[config.mk]
export PLATFORM = sky130hd
export DESIGN_NAME = fifo_rd_fwft
export DESIGN_NICKNAME = d
export VERILOG_FILES = /design/src/rtl/fifo_pkg.sv /design/src/rtl/fifo_rd_obuf.sv /design/src/rtl/fifo_rd_fwft.sv
export SDC_FILE = /design/constraint.sdc
export NUM_CORES = 1
export LEC_CHECK = 0
export CAP_MARGIN = 20
export CORE_MARGIN = 2
export CORE_UTILIZATION = 49
export CTS_BUF_LIST = sky130_fd_sc_hd__clkbuf_16
export DETAILED_ROUTE_END_ITERATION = 10
export GPL_ROUTABILITY_DRIVEN = 0
export PLACE_DENSITY = 0.86
export SKIP_CTS_REPAIR_TIMING = 1
export SLEW_MARGIN = 10
export SYNTH_ARGS = -nofsm -noshare
export SYNTH_HDL_FRONTEND = slang
export SYNTH_HIERARCHICAL = 1
export SYNTH_SLANG_ARGS = --single-unit
[constraint.sdc]
create_clock -name r_clk -period 3.13 [get_ports r_clk]
set_input_delay 0.313 -clock r_clk [delete_from_list [all_inputs] [get_ports r_clk]]
set_output_delay 0.313 -clock r_clk [all_outputs]
set_load 0.02 [all_outputs]
[src/rtl/fifo_pkg.sv]
// fifo_pkg: shared pointer-width defaults and Gray/binary conversion helpers for the async FIFO controllers
package fifo_pkg;
  localparam int P_SIZE_DEF = 4;
  localparam int D_WIDTH_DEF = 8;
  typedef logic [31:0] word_t;
  function automatic word_t bin2gray(input word_t b);
    return b ^ (b >> 1);
  endfunction
  function automatic word_t gray2bin(input word_t g);
    word_t b;
    b = g;
    for (int i = 1; i < 32; i++) b = b ^ (g >> i);
    return b;
  endfunction
endpackage

[src/rtl/fifo_rd_obuf.sv]
// fifo_rd_obuf: 2-entry first-word-fall-through buffer; push_i/push_data_i write tail, pop_i drops head, data_o is head, cnt_o is occupancy
module fifo_rd_obuf #(
  parameter int D_WIDTH = 8
) (
  input  logic               clk_i,
  input  logic               rstn_i,
  input  logic               push_i,
  input  logic [D_WIDTH-1:0] push_data_i,
  input  logic               pop_i,
  output logic [D_WIDTH-1:0] data_o,
  output logic [1:0]         cnt_o
);
  logic [D_WIDTH-1:0] mem_q [2];
  logic               wr_q, rd_q;
  logic [1:0]         cnt_q;
  always_ff @(posedge clk_i) begin
    if (!rstn_i) begin
      mem_q[0] <= '0;
      mem_q[1] <= '0;
      wr_q     <= 1'b0;
      rd_q     <= 1'b0;
      cnt_q    <= 2'd0;
    end else begin
      if (push_i) begin
        mem_q[wr_q] <= push_data_i;
        wr_q        <= !wr_q;
      end
      if (pop_i) rd_q <= !rd_q;
      cnt_q <= cnt_q + {1'b0, push_i} - {1'b0, pop_i};
    end
  end
  assign data_o = mem_q[rd_q];
  assign cnt_o  = cnt_q;
endmodule

[src/rtl/fifo_rd_fwft.sv]
// fifo_rd_fwft: async FIFO read controller; r_clk/r_rstn, sync_wr_ptr in, memory port r_en/r_addr/r_mem_data, gray_r_ptr out, FWFT r_data/r_valid/r_ready, empty/almost_empty/r_level flags
module fifo_rd_fwft
  import fifo_pkg::*;
#(
  parameter int P_SIZE   = P_SIZE_DEF,
  parameter int D_WIDTH  = D_WIDTH_DEF,
  parameter int AE_LEVEL = 1
) (
  input  logic               r_clk,
  input  logic               r_rstn,
  input  logic [P_SIZE-1:0]  sync_wr_ptr,
  output logic               r_en,
  output logic [P_SIZE-2:0]  r_addr,
  input  logic [D_WIDTH-1:0] r_mem_data,
  output logic [P_SIZE-1:0]  gray_r_ptr,
  output logic [D_WIDTH-1:0] r_data,
  output logic               r_valid,
  input  logic               r_ready,
  output logic               empty,
  output logic               almost_empty,
  output logic [P_SIZE-1:0]  r_level
);
  logic [P_SIZE-1:0] r_ptr_q, r_ptr_d, gray_q, level_q;
  logic              pending_q, pop;
  logic [1:0]        buf_cnt;
  logic [2:0]        occ;
  assign pop          = r_valid && r_ready;
  assign occ          = {1'b0, buf_cnt} + 3'(pending_q) - 3'(pop);
  assign empty        = gray_q == sync_wr_ptr;
  assign r_en         = r_rstn && !empty && occ < 3'd2;
  assign r_ptr_d      = r_ptr_q + P_SIZE'(r_en);
  assign r_addr       = r_ptr_q[P_SIZE-2:0];
  assign gray_r_ptr   = gray_q;
  assign r_level      = level_q;
  assign almost_empty = level_q <= P_SIZE'(AE_LEVEL) || empty;
  always_ff @(posedge r_clk) begin
    if (!r_rstn) begin
      r_ptr_q   <= '0;
      gray_q    <= '0;
      level_q   <= '0;
      pending_q <= 1'b0;
    end else begin
      r_ptr_q   <= r_ptr_d;
      gray_q    <= P_SIZE'(bin2gray(32'(r_ptr_d)));
      level_q   <= P_SIZE'(gray2bin(32'(sync_wr_ptr))) - r_ptr_q;
      pending_q <= r_en;
    end
  end
  fifo_rd_obuf #(.D_WIDTH(D_WIDTH)) u_obuf (
    .clk_i      (r_clk),
    .rstn_i     (r_rstn),
    .push_i     (pending_q),
    .push_data_i(r_mem_data),
    .pop_i      (pop),
    .data_o     (r_data),
    .cnt_o      (buf_cnt)
  );
  assign r_valid = buf_cnt != 2'd0;
endmodule

==> impl_metrics.tcl, run 1 <==
set metrics [dict create \
    status "completed" \
    num_antenna_cells 0 \
    multi_input_comb_area_sq_um 746 \
    grt_start_max_net_pins 28 \
    synth_top_area_cell "edfxtp_1" \
    ctsRootBufferMaster "clkbuf_16" \
    dieWidth_um 61.2 \
    critPathCaptureType "flip-flop" \
    hold_class "reg -> reg" \
    grt_setup_unrepaired "false" \
    synth_most_common_cell "nor2_1" \
    critical_path_buf_inv_count 1 \
    cts_sinks 33 \
    synth_enable_flop_cells 16 \
    grt_first_pass_wirelength_um 5280 \
    seq_area_frac_synth_pct 51.2 \
    number_of_vias_after_detailed_routing 1127 \
    leakagePower_nw 0.887 \
    share_comb_of_total_power_pct 41.2 \
    synth-seq-cells 33 \
    drc_errors 0 \
    ys_top_cells_by_count "nor2_1 (18), dfxtp_1 (17), edfxtp_1 (16)" \
    sw_frac_of_total_pct 32.4 \
    place.port_buffers 37 \
    final-seq-area_sq_um 821 \
    cpMaxStageDelayCell "fa_1" \
    cts_made_buffers 5 \
    cts.reportedPaths.clkPinSlew_ns 0.05 \
    num-fill-cells 227 \
    number_of_maximum_capacitance_violations 0 \
    globalRouteOverflowTotal 0 \
    firstDrtPassIters 4 \
    timing_max_transition_violations_final 0 \
    post_synth_cell_types 28 \
    crit_path_cell_trace "or2_2 -> and2_1 -> ha_1 -> nand2b_1 -> fa_1 -> xnor2_1 -> nand3_1 -> nor2_2 -> buf_4 -> ha_2 -> xnor2_1 -> nor3_1 -> and3b_1" \
    p_switching_uw 594 \
    worst-endpoint-arrival_ns 3.13 \
    first_global_vias 1252 \
    pwr-share-seq_pct 34.0 \
    clockBufferDepth 2 \
    total_power_mw 1.83 \
    post_synth_main_area_contributors "edfxtp_1 (30%), dfxtp_1 (21%), ha_1 (6.2%)" \
    clock_tree.htree_level_count 2 \
    viasPerCell 4.92 \
    fmax_mhz 337 \
    p_int_mw 1.24 \
    height_of_the_die_um 61.2 \
    drt_wl_total_um 3120 \
    globalRouteTotalUtil_pct 20.0 \
    worst_slew_pin_slew_ns 0.403 \
    number_of_antenna_violations_at_the_first_check_in_global_routing 0 \
    dominantRegCellSynth "dfxtp_1" \
    rows 20 \
    worst_setup_path_start_kind "flip-flop" \
    tritoncts "yes" \
    layout-drive-gt1-share_pct 13.5 \
    dpl.cell_count 221 \
    power_frac_clock_pct 24.8 \
    worst_path_largest_cell_delay_ns 0.38 \
    final_antenna_net_count 0 \
    timing.critical_path.max_delay_family "simple AND/OR/NAND/NOR gates" \
    initial_drt_markers 23 \
    final.period_utilization_pct 94.9 \
    slew_headroom_pct 73.1 \
    finalClockSkew_ns 0.00491 \
    synth_area_sq_mm 0.00160 \
    route.detailed.wl_per_inst_um 13.6 \
    synth.yosys.warnings 6 \
    fp.coreArea_sq_mm 0.00308 \
    maximum_net_fanout_on_the_critical_path 3 \
    finalHoldViolations 0 \
    syn-mean-instance-area_sq_um 11.4 \
    synth_async_sr_flop_share_pct 0 \
    dp.final_hpwl_um 2230 \
    vdd.ir_drop.worst_uv 500 \
    floorplan.initialDensity_pct 52.1 \
    boundaryPins 38 \
    final_critical_path_time_including_i_o_delays_and_setup_ns 2.97 \
    total_power_divided_by_cell_area_mw_per_mm2 840 \
    finalSetupViolCount 0 \
    synthesis.instances 141 \
    clkLatencyLatePin_ns 0.28 \
    die_area_sq_mm 0.00374 \
    fin_tns_setup_ns 0 \
    critPathRequiredTime_ns 3.29 \
    critPathKind "reg -> reg" \
    postSynthNetCount 166 \
    synth_largest_type_area_fraction_pct 30.0 \
    critical_path.most_common_cell "xnor2_1" \
    syn_to_final_growth_pct 35.9 \
    stdcell_count 229 \
    finish.net_count 209 \
]
registers in the layout, indices dropped and copies added (netlist names), named ones only:
name          count
gray_r_ptr        4
pending_q         1
r_level           4
r_ptr_q           3
u_obuf/cnt_o      2
u_obuf/mem_q     16
u_obuf/rd_q       1
u_obuf/wr_q       1
tightest hold or removal path, cell delays in order, from the launching register on:
cell and delay [ns]:
dfxtp_1 0.32, nand2b_1 0.07, a21boi_1 0.06
final timing paths:
check | startpoint | to | slack [ns] | cells past startpoint
max | u_obuf/cnt_o[0]$_SDFF_PN0_ | gray_r_ptr[1]$_SDFF_PN0_ | 0.16 | 13
min | u_obuf/wr_q$_SDFFE_PN0P_ | u_obuf/wr_q$_SDFFE_PN0P_ | 0.50 | 2
max reg2reg | u_obuf/cnt_o[0]$_SDFF_PN0_ | gray_r_ptr[1]$_SDFF_PN0_ | 0.16 | 13
min reg2reg | u_obuf/wr_q$_SDFFE_PN0P_ | u_obuf/wr_q$_SDFFE_PN0P_ | 0.50 | 2
per-layer routing:
layer	vias up	track usage, %	wire [um]
met2	42	37.2	1670
li1	549	-	-
met1	524	19.7	1160
met4	0	9.94	84
met3	12	6.51	218
met5	-	0	0
per-stage QoR:
| step | worst slack [ns] | util (%) | cell area (sq um) | hold WS (ns) |
|---|---|---|---|---|
| after floorplan | 0.0283 | - | 1600 | 0.435 |
| after global placement | 0.101 | 66.0 | 2030 | 0.464 |
| after detailed placement | 0.0816 | 66.0 | 2030 | 0.482 |
| after CTS | -0.132 | 70.5 | 2170 | 0.493 |
| after global routing | 0.00144 | 70.8 | 2180 | 0.520 |
| final | 0.161 | 70.8 | 2180 | 0.496 |
logic make-up after synthesis:
logic type / after synthesis / share of synthesized area [%]
AOI/OAI and AO/OA: 5 / 1.72
xor gates and xnor gates: 17 / 11.1
buffers and inverters: 10 / 2.58
muxes: 8 / 5.62
DFF: 33 / 51.2
and+or+nand+nor: 58 / 19.0
adders and majority gates: 10 / 8.74
placed cells by master, fill, tap and decap left out:
master	netlist	final
xnor3_1	1	1
o21ai_0	1	1
nor2_2	0	1
nor3_1	2	2
a21oi_1	3	3
mux2_2	8	8
or2_1	1	1
nor2b_1	1	1
buf_4	0	3
clkbuf_16	0	5
xor2_1	8	8
nand2_1	12	12
dlymetal6s2s_1	0	1
and3b_1	2	2
or2_2	1	1
ha_2	0	1
a21boi_1	1	1
nand3b_1	1	1
fa_1	2	2
xnor2_1	6	6
nand3_1	3	3
nor4_4	1	1
nor2b_2	1	1
nor2_1	18	17
xor2_2	2	2
clkinv_2	0	2
ha_1	8	7
inv_1	6	7
and2_1	12	12
clkdlybuf4s50_1	0	36
nand2b_1	3	3
edfxtp_1	16	16
dfxtp_1	17	17
power groups by stage:
stage / Sequential, mW / Combinational, mW / Clock (mW)
after floorplan: 0.642 / 0.451 / 0
after global placement: 0.623 / 0.729 / 0
after detailed placement: 0.632 / 0.755 / 0
after CTS: 0.625 / 0.762 / 0.465
after global routing: 0.634 / 0.827 / 0.484
final: 0.622 / 0.754 / 0.454
area by class of cell:
class / count / share of cell area (%)
repair buffers: 40 / 18.2
flip-flops and latches: 33 / 37.7
well taps: 44 / 2.53
inverters: 6 / 1.03
multi-input cells: 98 / 34.2
clock buffers: 5 / 5.74
clock inverters: 3 / 0.632
(Power assumes the default switching activity.)
==> inputs of run 2 (changes only) <==
--- a/config.mk
+++ b/config.mk
@@ -11,6 +11,7 @@
 export CTS_BUF_LIST = sky130_fd_sc_hd__clkbuf_16
 export DETAILED_ROUTE_END_ITERATION = 10
 export GPL_ROUTABILITY_DRIVEN = 0
+export HOLD_SLACK_MARGIN = 0.12
 export PLACE_DENSITY = 0.86
 export SKIP_CTS_REPAIR_TIMING = 1
 export SLEW_MARGIN = 10
==> results of run 2 <==
The final DEF is identical to that of run 1; final timing and power are the same.
==> inputs of run 3 (changes only) <==
--- a/config.mk
+++ b/config.mk
@@ -6,6 +6,7 @@
 export NUM_CORES = 1
 export LEC_CHECK = 0
 export CAP_MARGIN = 20
+export CORE_ASPECT_RATIO = 1.2
 export CORE_MARGIN = 2
 export CORE_UTILIZATION = 49
 export CTS_BUF_LIST = sky130_fd_sc_hd__clkbuf_16
==> run 3 against run 2 <==
  * Critical path depth stayed put
  * Register-to-register slack better by 0.03 ns
  * Sequential cell count stayed put
  * Worst setup slack better by 0.025 ns
  * Clock skew is 0.0022 ns lower
  * Cell area is 0.69% lower
  * Global-route usage is 1.2 points lower
  * Fmax is 0.86% higher
  * Final cell count is 3.5% lower
  * Combinational power hardly changed
  * Largest power group unchanged
  * Highest routed layer unchanged
==> impl_metrics.tcl, run 3 (synthesis gave the netlist of run 1 again) <==
set metrics [dict create \
    dr_wl_met2_um 1660 \
    critPathCaptureType "flip-flop" \
    total_power_divided_by_cell_area_mw_per_mm2 842 \
    final_critical_path_time_including_i_o_delays_and_setup_ns 2.94 \
    layout-drive-gt1-share_pct 12.4 \
    floorplan.initialDensity_pct 52.0 \
    route.detailed.wl_per_inst_um 13.7 \
    viasPerCell 4.94 \
    num_antenna_cells 0 \
    detailed_place.area_sq_mm 0.00202 \
    rows 22 \
    regToRegSetupSlack_ns 0.19 \
    cts_sinks 33 \
    grt_setup_unrepaired "false" \
    drt_wl_total_um 3030 \
    p_int_mw 1.24 \
    r2r-end "gray_r_ptr[1]$_SDFF_PN0_" \
    maximum_net_fanout_on_the_critical_path 3 \
    mostFrequentLayoutCell "clkdlybuf4s50_1" \
    number_of_antenna_violations_at_the_first_check_in_global_routing 0 \
    number_of_vias_after_detailed_routing 1092 \
    wirelength_met1_um 1120 \
    final_antenna_net_count 0 \
    clockBufferDepth 2 \
    hold_class "reg -> reg" \
    tritoncts "yes" \
    fp.coreArea_sq_mm 0.00308 \
    dieWidth_um 56.2 \
    cts.reportedPaths.clkPinSlew_ns 0.05 \
    initial_drt_markers 23 \
    status "completed" \
    dp.final_hpwl_um 2360 \
    fmax_mhz 340 \
    timing_max_transition_violations_final 0 \
    vdd.ir_drop.worst_uv 643 \
    boundaryPins 38 \
    cts_made_buffers 5 \
    p_switching_uw 585 \
    clkLatencyLatePin_ns 0.27 \
    utilization_pct 70.2 \
    finalSetupViolCount 0 \
    worst-endpoint-arrival_ns 3.10 \
    pre_cts_slack_ns 0.0798 \
    largest_register_ffs 16 \
    final.period_utilization_pct 94.1 \
    slew_headroom_pct 72.9 \
    worst_slew_pin_slew_ns 0.407 \
    firstDrtPassIters 4 \
    ff2ff_path_depth 13 \
    finalClockSkew_ns 0.00274 \
    power_frac_clock_pct 24.6 \
    die_area_sq_mm 0.00375 \
    critPathRequiredTime_ns 3.29 \
    layout.cells.most_common_list "clkdlybuf4s50_1 (36), nor2_1 (18), dfxtp_1 (17)" \
    drc_errors 0 \
    pwr-share-seq_pct 34.1 \
    top_layer "met4" \
    grt_first_pass_wirelength_um 5240 \
    finish.net_count 209 \
    total_power_mw 1.82 \
    leakagePower_nw 0.890 \
    worst_r2r_startpoint "u_obuf/cnt_o[0]$_SDFF_PN0_" \
    num-fill-cells 234 \
    worst_setup_path_start_kind "flip-flop" \
    dr_wl_met3_um 212 \
    finalHoldViolations 0 \
    globalRouteOverflowTotal 0 \
    critPathLaunch "u_obuf/cnt_o[0]$_SDFF_PN0_" \
    critPathKind "reg -> reg" \
    height_of_the_die_um 66.7 \
    sw_frac_of_total_pct 32.2 \
    fin_ws_ns 0.186 \
    number_of_maximum_capacitance_violations 0 \
    clock_tree.htree_level_count 2 \
    fin_area_sq_mm 0.00216 \
    grt_start_max_net_pins 27 \
    first_global_vias 1161 \
    syn_to_final_growth_pct 35.0 \
    globalRouteTotalUtil_pct 18.8 \
    place.port_buffers 37 \
    fin_tns_setup_ns 0 \
    endpoint "gray_r_ptr[1]$_SDFF_PN0_" \
    share_comb_of_total_power_pct 41.3 \
    ctsRootBufferMaster "clkbuf_16" \
    largest_register_by_flop_count "u_obuf/mem_q" \
]
-- run 3: worst min-delay path by stage --
| stage | cells after the start | startpoint | slack, ns | to |
|---|---|---|---|---|
| 6_report | 2 | u_obuf/wr_q$_SDFFE_PN0P_ | 0.51 | u_obuf/wr_q$_SDFFE_PN0P_ |
| 5_1_grt | 2 | u_obuf/wr_q$_SDFFE_PN0P_ | 0.53 | u_obuf/wr_q$_SDFFE_PN0P_ |
| 4_1_cts | 2 | u_obuf/wr_q$_SDFFE_PN0P_ | 0.51 | u_obuf/wr_q$_SDFFE_PN0P_ |
| 3_5_place_dp | 2 | u_obuf/wr_q$_SDFFE_PN0P_ | 0.48 | u_obuf/wr_q$_SDFFE_PN0P_ |
| 3_3_place_gp | 2 | u_obuf/wr_q$_SDFFE_PN0P_ | 0.46 | u_obuf/wr_q$_SDFFE_PN0P_ |
| 2_1_floorplan | 1 | r_rstn | 0.43 | flip-flop |
-- run 3: per-stage QoR --
stage          cells  hold WS (ns)
2_1_floorplan    141         0.435
3_3_place_gp     213         0.465
3_5_place_dp     213         0.480
4_1_cts          221         0.511
5_1_grt          221         0.532
6_report         221         0.509
-- run 3: worst max-delay path, stage by stage (launching register included) --
cell and delay [ns]:
dfxtp_1 0.32, or2_2 0.30, and2_1 0.20, ha_1 0.29, nand2b_1 0.15, fa_1 0.38, xnor2_1 0.14, nand3_1 0.12
nor2_1 0.15, buf_4 0.14, ha_1 0.20, xnor2_1 0.15, o21ai_0 0.11, and3b_1 0.19
-- run 3: final cells by class --
| class | count | area [sq um] | area share, % |
|---|---|---|---|
| Clock inverter | 3 | 13.8 | 0.636 |
| Multi-Input combinational cell | 98 | 741 | 34.2 |
| Inverter | 6 | 22.5 | 1.04 |
| Sequential cell | 33 | 821 | 37.9 |
| Timing Repair Buffer | 40 | 395 | 18.3 |
| Tap cell | 36 | 45.0 | 2.08 |
| Clock buffer | 5 | 125 | 5.78 |
-- run 3: power by group through the flow --
stage | logic (mW) | clock network [mW] | registers (mW)
finish | 0.752 | 0.447 | 0.621
global route | 0.824 | 0.481 | 0.638
CTS | 0.769 | 0.459 | 0.624
detailed placement | 0.762 | 0 | 0.631
global placement | 0.729 | 0 | 0.623
floorplan | 0.451 | 0 | 0.642
-- run 3: metal layers --
layer  vias to the layer above  GRT usage [%]
met3                         4           7.57
met1                       505           18.6
met4                         0           5.36
li1                        545              -
met2                        38           35.9
met5                         -              0
==> RTL change: new RTL, config.mk and constraints of run 3 <==
The package constant `P_SIZE_DEF` goes from 4 to 8.
--- a/src/rtl/fifo_pkg.sv
+++ b/src/rtl/fifo_pkg.sv
@@ -1,6 +1,6 @@
 // fifo_pkg: shared pointer-width defaults and Gray/binary conversion helpers for the async FIFO controllers
 package fifo_pkg;
-  localparam int P_SIZE_DEF = 4;
+  localparam int P_SIZE_DEF = 8;
   localparam int D_WIDTH_DEF = 8;
   typedef logic [31:0] word_t;
   function automatic word_t bin2gray(input word_t b);
Interface: changed (resized gray_r_ptr, r_addr, r_level and sync_wr_ptr); port bits go from 38 to 54. No check against the original RTL was run, so the function may have changed too.
==> RTL change against run 3 <==
  * Worst setup slack worse by 0.047 ns
  * Wire length up 70%
  * Clock skew about the same
  * Combinational power up 32%
  * Power up 28%
  * Largest power group unchanged
  * Die area up 44%
  * Final area up 54%
  * Sequential cell count up 12
  * Area after synthesis up 47%
==> RTL change: results (changes against run 3) <==
Synthesis
  • Register area share after synthesis: 0.449 (-0.0629)
  • Top cells by count, synth: 35 x nor2_1, 29 x dfxtp_1, 19 x xnor2_1
  • Post-Synthesis Cells: 232 (+65%)
  • Yosys cell types: 42 (+50%)

Layout
  • Non-CTS buffers: 73 (+83%)
  • Reg area: 1060 µm² (+30%)
  • Layout area overhead: 41.1%
  • Clk tree area frac: 0.0450 (-0.0192)
  • Fraction of layout cells with a size suffix above 1: 0.189 (+0.0646)
  • Multi-input combinational area share: 0.392 (+0.0495)
  • Multi-input comb cells: 166 (+69%)

Global routing
  • GR Util All Layers: 0.201 (+0.0133)
  • Met2 usage: 0.354 (-0.00437)
  • Largest net degree at the start of global routing: 21 (-22%)
  • Vias in the first global route: 1,706 (+47%)
  • Met3 Use GR: 0.0420 (-0.0337)

Placed design
  • Post-Place Setup Slack: -0.185 ns (-0.265 ns)
  • Dpl cells: 354 (+66%)
  • Post-DP HPWL: 3770 µm (+60%)

Route
  • DR WL met2: 2760 µm (+66%)
  • M1 wire length: 2080 µm (+86%)
  • Vias per cell: 5.17 (+4.6%)

Setup path
  • Worst Setup SP: sync_wr_ptr[4]
  • WP data required: 3.31 ns (+0.02 ns)
  • Crit-path max cell delay: 0.46 ns (+0.08 ns)
  • CP Capture Point: r_level[6]
  • Slowest cell on the critical path: clkdlybuf4s50_1
  • FF-to-FF End: gray_r_ptr[4]

STA
  • Min Tclk post-route: 2.99 ns (+0.0472 ns)

Status
  • Status: finished clean

Power and ir drop
  • Peak VDD IR: 0.420 mV (-35%)
  • P_leak: 1.35 nW (+52%)

Clock tree
  • Clock latency on the worst-skew pair: 0.29 ns (+0.02 ns)
[RTL change: power breakdown]
group / leakage, nW / total, mW / switching (mW) / internal, mW
Sequential: 0.406 / 0.812 / 0.0819 / 0.730
Combinational: 0.874 / 0.995 / 0.467 / 0.528
Clock: 0.0704 / 0.528 / 0.229 / 0.300
Total: 1.35 / 2.34 / 0.778 / 1.56
[RTL change: kinds of logic after synthesis]
kind of cell / share of synthesized area
compound gates: 0.0593
xor+xnor: 0.154
fa+ha+maj: 0.0858
buf+inv: 0.0355
flops: 0.449
mux: 0.0424
simple gates: 0.174
[RTL change: worst max-delay path, delay by kind of cell]
kind	cells	cell delay [ns]
and+or+nand+nor	1	0.15
muxes	1	0.11
xor gates and xnor gates	5	0.93
AOI/OAI and AO/OA	3	0.59
adders and majority gates	2	0.61
buffers and inverters	1	0.46
